==> src/rtl/hdr_stream_arbiter.sv <==
// Packet-level round-robin arbiter feeding one header-insertion datapath.
// A grant is locked from selection until the granted source's eop beat is accepted.
module hdr_stream_arbiter #(
    parameter int NUM_SRC     = 4,
    parameter int DATA_WIDTH  = 128,
    parameter int HEADER_SIZE = 256
) (
    input  logic                                   clk,
    input  logic                                   rst,
    input  logic [NUM_SRC-1:0]                     src_enable,
    input  logic [NUM_SRC*HEADER_SIZE-1:0]         src_header,
    input  logic [NUM_SRC*DATA_WIDTH-1:0]          in_data,
    input  logic [NUM_SRC-1:0]                     in_valid,
    input  logic [NUM_SRC-1:0]                     in_sop,
    input  logic [NUM_SRC-1:0]                     in_eop,
    input  logic [NUM_SRC*$clog2(DATA_WIDTH/8)-1:0] in_empty,
    output logic [NUM_SRC-1:0]                     in_ready,
    output logic [DATA_WIDTH-1:0]                  out_data,
    output logic                                   out_valid,
    output logic                                   out_sop,
    output logic                                   out_eop,
    output logic [$clog2(DATA_WIDTH/8)-1:0]        out_empty,
    input  logic                                   out_ready,
    output logic [HEADER_SIZE-1:0]                 hdr_out,
    output logic [$clog2(NUM_SRC)-1:0]             grant_id,
    output logic                                   busy,
    output logic                                   sop_err
);

    localparam int GW = $clog2(NUM_SRC);
    localparam int EW = $clog2(DATA_WIDTH/8);

    typedef enum logic {IDLE, BUSY} state_t;

    state_t state, state_nxt;

    logic [GW-1:0] rr_ptr, rr_nxt;
    logic [GW-1:0] grant_nxt;
    logic [GW-1:0] winner, idx;
    logic          found;
    logic          first_beat, first_nxt;
    logic          load_hdr;
    logic          err;
    logic [NUM_SRC-1:0] req;

    logic [DATA_WIDTH-1:0]  data_a  [NUM_SRC];
    logic [HEADER_SIZE-1:0] hdr_a   [NUM_SRC];
    logic [EW-1:0]          empty_a [NUM_SRC];

    for (genvar i = 0; i < NUM_SRC; i++) begin : g_unpack
        assign data_a[i]  = in_data[i*DATA_WIDTH +: DATA_WIDTH];
        assign hdr_a[i]   = src_header[i*HEADER_SIZE +: HEADER_SIZE];
        assign empty_a[i] = in_empty[i*EW +: EW];
    end

    assign req = in_valid & src_enable;

    // Scan upward from rr_ptr so the most recently served source is checked last.
    always_comb begin
        found  = 1'b0;
        winner = '0;
        idx    = '0;
        for (int k = 0; k < NUM_SRC; k++) begin
            idx = GW'((int'(rr_ptr) + k) % NUM_SRC);
            if (!found && req[idx]) begin
                found  = 1'b1;
                winner = idx;
            end
        end
    end

    always_comb begin
        state_nxt = state;
        grant_nxt = grant_id;
        rr_nxt    = rr_ptr;
        first_nxt = first_beat;
        load_hdr  = 1'b0;
        err       = 1'b0;
        out_valid = 1'b0;
        out_data  = '0;
        out_sop   = 1'b0;
        out_eop   = 1'b0;
        out_empty = '0;
        in_ready  = '0;
        busy      = 1'b0;
        case (state)
            IDLE: begin
                if (found) begin
                    state_nxt = BUSY;
                    grant_nxt = winner;
                    load_hdr  = 1'b1;
                    first_nxt = 1'b1;
                    err       = ~in_sop[winner];
                end
            end
            BUSY: begin
                busy               = 1'b1;
                out_valid          = in_valid[grant_id];
                out_data           = data_a[grant_id];
                out_sop            = in_sop[grant_id];
                out_eop            = in_eop[grant_id];
                out_empty          = in_eop[grant_id] ? empty_a[grant_id] : '0;
                in_ready[grant_id] = out_ready;
                if (in_valid[grant_id] && out_ready) begin
                    first_nxt = 1'b0;
                    // The first beat's sop was already judged at grant time.
                    if (in_sop[grant_id] && !first_beat)
                        err = 1'b1;
                    if (in_eop[grant_id]) begin
                        state_nxt = IDLE;
                        rr_nxt    = (grant_id == GW'(NUM_SRC-1)) ? '0 : grant_id + 1'b1;
                    end
                end
            end
            default: state_nxt = IDLE;
        endcase
    end

    assign sop_err = err & ~rst;

    always_ff @(posedge clk or posedge rst) begin
        if (rst) begin
            state      <= IDLE;
            grant_id   <= '0;
            rr_ptr     <= '0;
            first_beat <= 1'b0;
            hdr_out    <= '0;
        end else begin
            state      <= state_nxt;
            grant_id   <= grant_nxt;
            rr_ptr     <= rr_nxt;
            first_beat <= first_nxt;
            if (load_hdr)
                hdr_out <= hdr_a[winner];
        end
    end

endmodule

==> config.mk <==
export PLATFORM = sky130hd
export DESIGN_NAME = hdr_stream_arbiter
export DESIGN_NICKNAME = d
export VERILOG_FILES = /design/src/rtl/hdr_stream_arbiter.sv
export SDC_FILE = /design/constraint.sdc
export NUM_CORES = 1
export LEC_CHECK = 0
export ABC_AREA = 1
export BUFFER_PORTS_ARGS = -buffer_cell sky130_fd_sc_hd__buf_2
export CORE_AREA = 2 2 768 770
export DETAILED_ROUTE_END_ITERATION = 10
export DIE_AREA = 0 0 770 772
export PLACE_DENSITY = 0.3
export RECOVER_POWER = 100
export SYNTH_ARGS = -nofsm -noshare
export SYNTH_HDL_FRONTEND = slang
export SYNTH_SLANG_ARGS = --single-unit
==> constraint.sdc <==
create_clock -name clk -period 8.4 [get_ports clk]
set_input_delay 1.68 -clock clk [delete_from_list [all_inputs] [get_ports clk]]
set_output_delay 1.68 -clock clk [all_outputs]
set_load 0.1 [all_outputs]
==> flow_summary.json <==
{
  "status": "finished, violations left",
  "violations": "max-capacitance violations, max-slew violations",
  "worstPathMaxFanout": 51,
  "ios": 1970,
  "drive_above_1_share": 0.3165,
  "finalWorstPathRequiredPeriod_ns": 7.317,
  "holdWs_ns": 0.4738,
  "synth.distinct_cells": 25,
  "setup_viol": 0,
  "p_leak_nw": 19.97,
  "final_nets": 7394,
  "ys_ff_latch": 262,
  "clk_pin_slew_ns": 0.06,
  "avgSynthCellArea_um2": 5.987,
  "gp_congestion": 0.9726,
  "grt_use_total": 0.1381,
  "fmax_ghz": 0.1367,
  "detail_route.vias_per_cell": 2.780,
  "htreeDepth": 2,
  "intPower_mw": 6.494,
  "detailed_place_hpwl_um": 387900,
  "fin_skew_ns": 0.03315,
  "post-route-period-util": 0.8711,
  "cts-root-buf": "clkbuf_16",
  "wl_um": 430900,
  "die_height_um": 772,
  "relSlewSlack": -2.390,
  "clock_latency_ns": 0.73,
  "syn-num-nets": 5631,
  "cts_hold_buffers": 0,
  "synth_area_um2": 24280,
  "grt_pass1_vias": 36150,
  "portBuffers": 1969,
  "critPathKind": "flip-flop to output port",
  "antenna_found_initial": 521,
  "rrSetupSlack_ns": 1.71,
  "grt_max_degree": 141,
  "tightest_slew_ns": 5.085,
  "row_count": 282,
  "worst_setup_path_end_kind": "output port",
  "cts_buffer_depth": 3,
  "cp-start-kind": "flip-flop",
  "cts.sinks": 262,
  "overflow": 0,
  "fin_tns_setup_ns": 0,
  "rsz0062_at_grt": "false",
  "p_switching_mw": 21.81,
  "drt_first_pass_iters": 5,
  "dieArea_um2": 594400,
  "hp-class": "flip-flop to flip-flop",
  "yosys_warnings": 0,
  "crit_arrival_ns": 5.64,
  "vias": 38520,
  "slew_violations": 677,
  "post_cts_buffers": 0,
  "synthToLayoutAreaGrowth_pct": 81.77,
  "layout_setup_ws_ns": 1.083,
  "final-hold-violation-count": 0,
  "yosysSeqAreaShare": 0.2700,
  "first_iter_violations": 3222,
  "power.density_nw_per_um2": 641.3,
  "chipWidth_um": 770,
  "initial_core_util": 0.04136,
  "ant_nets": 0,
  "grt_first_pass_wirelength_um": 506700,
  "critical_path_required_ns": 6.72,
  "ir_worst_vdd_mv": 0.3125,
  "drv_cap": 150,
  "pwr-share-comb": 0.848,
  "swShare": 0.7706,
  "cts_resized": 0,
  "fp.coreArea_um2": 587100,
  "pwr-share-seq": 0.083,
  "clkPwrFrac": 0.068,
  "wl_per_cell_um": 31.10,
  "syn_inst": 4056,
  "cts_tree": "yes",
  "drc": 0,
  "cts_made_buffers": 44,
  "dpl_worst_slack_ns": 1.935
}
-- placed cells by master (no fill, tap or decap), types with 3 or more instances in the layout --
cell           n
a21oi_1      140
buf_12        12
buf_2       1602
buf_4         49
clkbuf_1     363
clkbuf_16     44
clkbuf_2      33
clkbuf_8       5
clkinv_2       6
clkinvlp_4     4
dfrtp_1      260
diode_2      194
ha_1           4
inv_1        446
inv_6          4
inv_8          3
nand2_1     1390
nand3_1       65
nor2_1       542
o211ai_1     510
o21ai_0      271
o21ai_1        5
or2_2         75
-- final timing paths --
kind / end / from / cells past startpoint
min: hdr_out[26]$_DFFE_PP0P_ / hdr_out[26]$_DFFE_PP0P_ / 2
max reg2reg: hdr_out[224]$_DFFE_PP0P_ / rr_ptr[0]$_DFFE_PP0P_ / 13
min reg2reg: hdr_out[26]$_DFFE_PP0P_ / hdr_out[26]$_DFFE_PP0P_ / 2
min in group asynchronous: hdr_out[7]$_DFFE_PP0P_ / rst / 3
max in group asynchronous: hdr_out[207]$_DFFE_PP0P_ / rst / 4
max: out_data[86] / state$_DFF_PP0_ / 5
-- flip-flops by register name, indices dropped and copies added, names as in the netlist --
name and cells:
rr_ptr 2, grant_id 2, hdr_out 256, state 1, first_beat 1
-- stage by stage --
step / cells / power, mW / instance area [um2] / utilization
2_1_floorplan: 4056 / 17.58 / 24290 / -
3_3_place_gp: 13580 / 27.25 / 42800 / 0.07290
3_5_place_dp: 13580 / 27.19 / 42800 / 0.07290
4_1_cts: 13660 / 29.28 / 44160 / 0.07522
5_1_grt: 13770 / 30.15 / 43930 / 0.07482
6_report: 13860 / 28.31 / 44140 / 0.07518
-- routing by layer --
metal / vias up / wire length (um) / track usage
met3: 941 / 61350 / 0.08033
met4: 242 / 21870 / 0.05195
met5: - / 1612 / 0
met2: 2600 / 179800 / 0.2080
li1: 16830 / - / -
met1: 17910 / 166300 / 0.1607
-- layout make-up --
type	count	area [um2]
sequential	262	6564
antenna	194	485.5
inverter	454	1735
clock buffer	65	1230
tap	7810	9772
clock inverter	13	135.1
fill	70540	543000
multi-input combinational	3014	14130
timing repair buffer	2043	10090
-- power by group through the flow --
stage / clock network (mW) / logic, mW / registers [mW]
after global placement: 0 / 24.9 / 2.37
final: 1.93 / 24.0 / 2.36
after CTS: 2.06 / 24.9 / 2.36
after detailed placement: 0 / 24.8 / 2.36
after floorplan: 0 / 11.2 / 6.37
after global routing: 2.07 / 25.6 / 2.44
-- synthesized netlist by cell type --
| master | instances | area [um2] |
|---|---|---|
| clkinv_1 | 2 | 7.510 |
| o21ai_1 | 4 | 20.02 |
| nand2_2 | 3 | 18.77 |
| nand4_2 | 1 | 12.51 |
| o211ai_1 | 510 | 3829 |
| a21oi_1 | 140 | 700.7 |
| nor2_1 | 544 | 2042 |
| inv_2 | 4 | 15.01 |
| or4_1 | 1 | 7.510 |
| buf_4 | 8 | 60.06 |
| buf_2 | 101 | 505.5 |
| clkbuf_2 | 2 | 10.01 |
| o21ai_0 | 273 | 1366 |
| ha_1 | 4 | 50.05 |
| nand2_1 | 1391 | 5221 |
| or2_1 | 1 | 6.260 |
| or2_2 | 75 | 469.2 |
| inv_1 | 448 | 1682 |
| buf_1 | 33 | 123.9 |
| dfrtp_1 | 262 | 6556 |
| buf_6 | 74 | 833.3 |
| nand3_2 | 1 | 10.01 |
| nand3_1 | 65 | 325.3 |
| nand3b_1 | 1 | 7.510 |
| clkbuf_1 | 108 | 405.4 |
-- logic make-up (layout without fill, tap and decap cells) --
family          Yosys count  count (layout)  share of synthesized area
buf+inv                 780            2575                     0.1500
flops                   262             262                     0.2700
simple gates           2083            2083                     0.3344
other cells               0             194                          0
compound gates          927             927                     0.2436
fa+ha+maj                 4               4                   0.002061
-- worst max-delay path: stages, from the launching register on --
cell and delay, ns:
dfrtp_1 0.60, inv_8 0.31, clkbuf_1 2.35, buf_4 0.70, a21oi_1 0.08, clkbuf_2 0.54
Note: power is estimated with default switching activity, not from simulation.
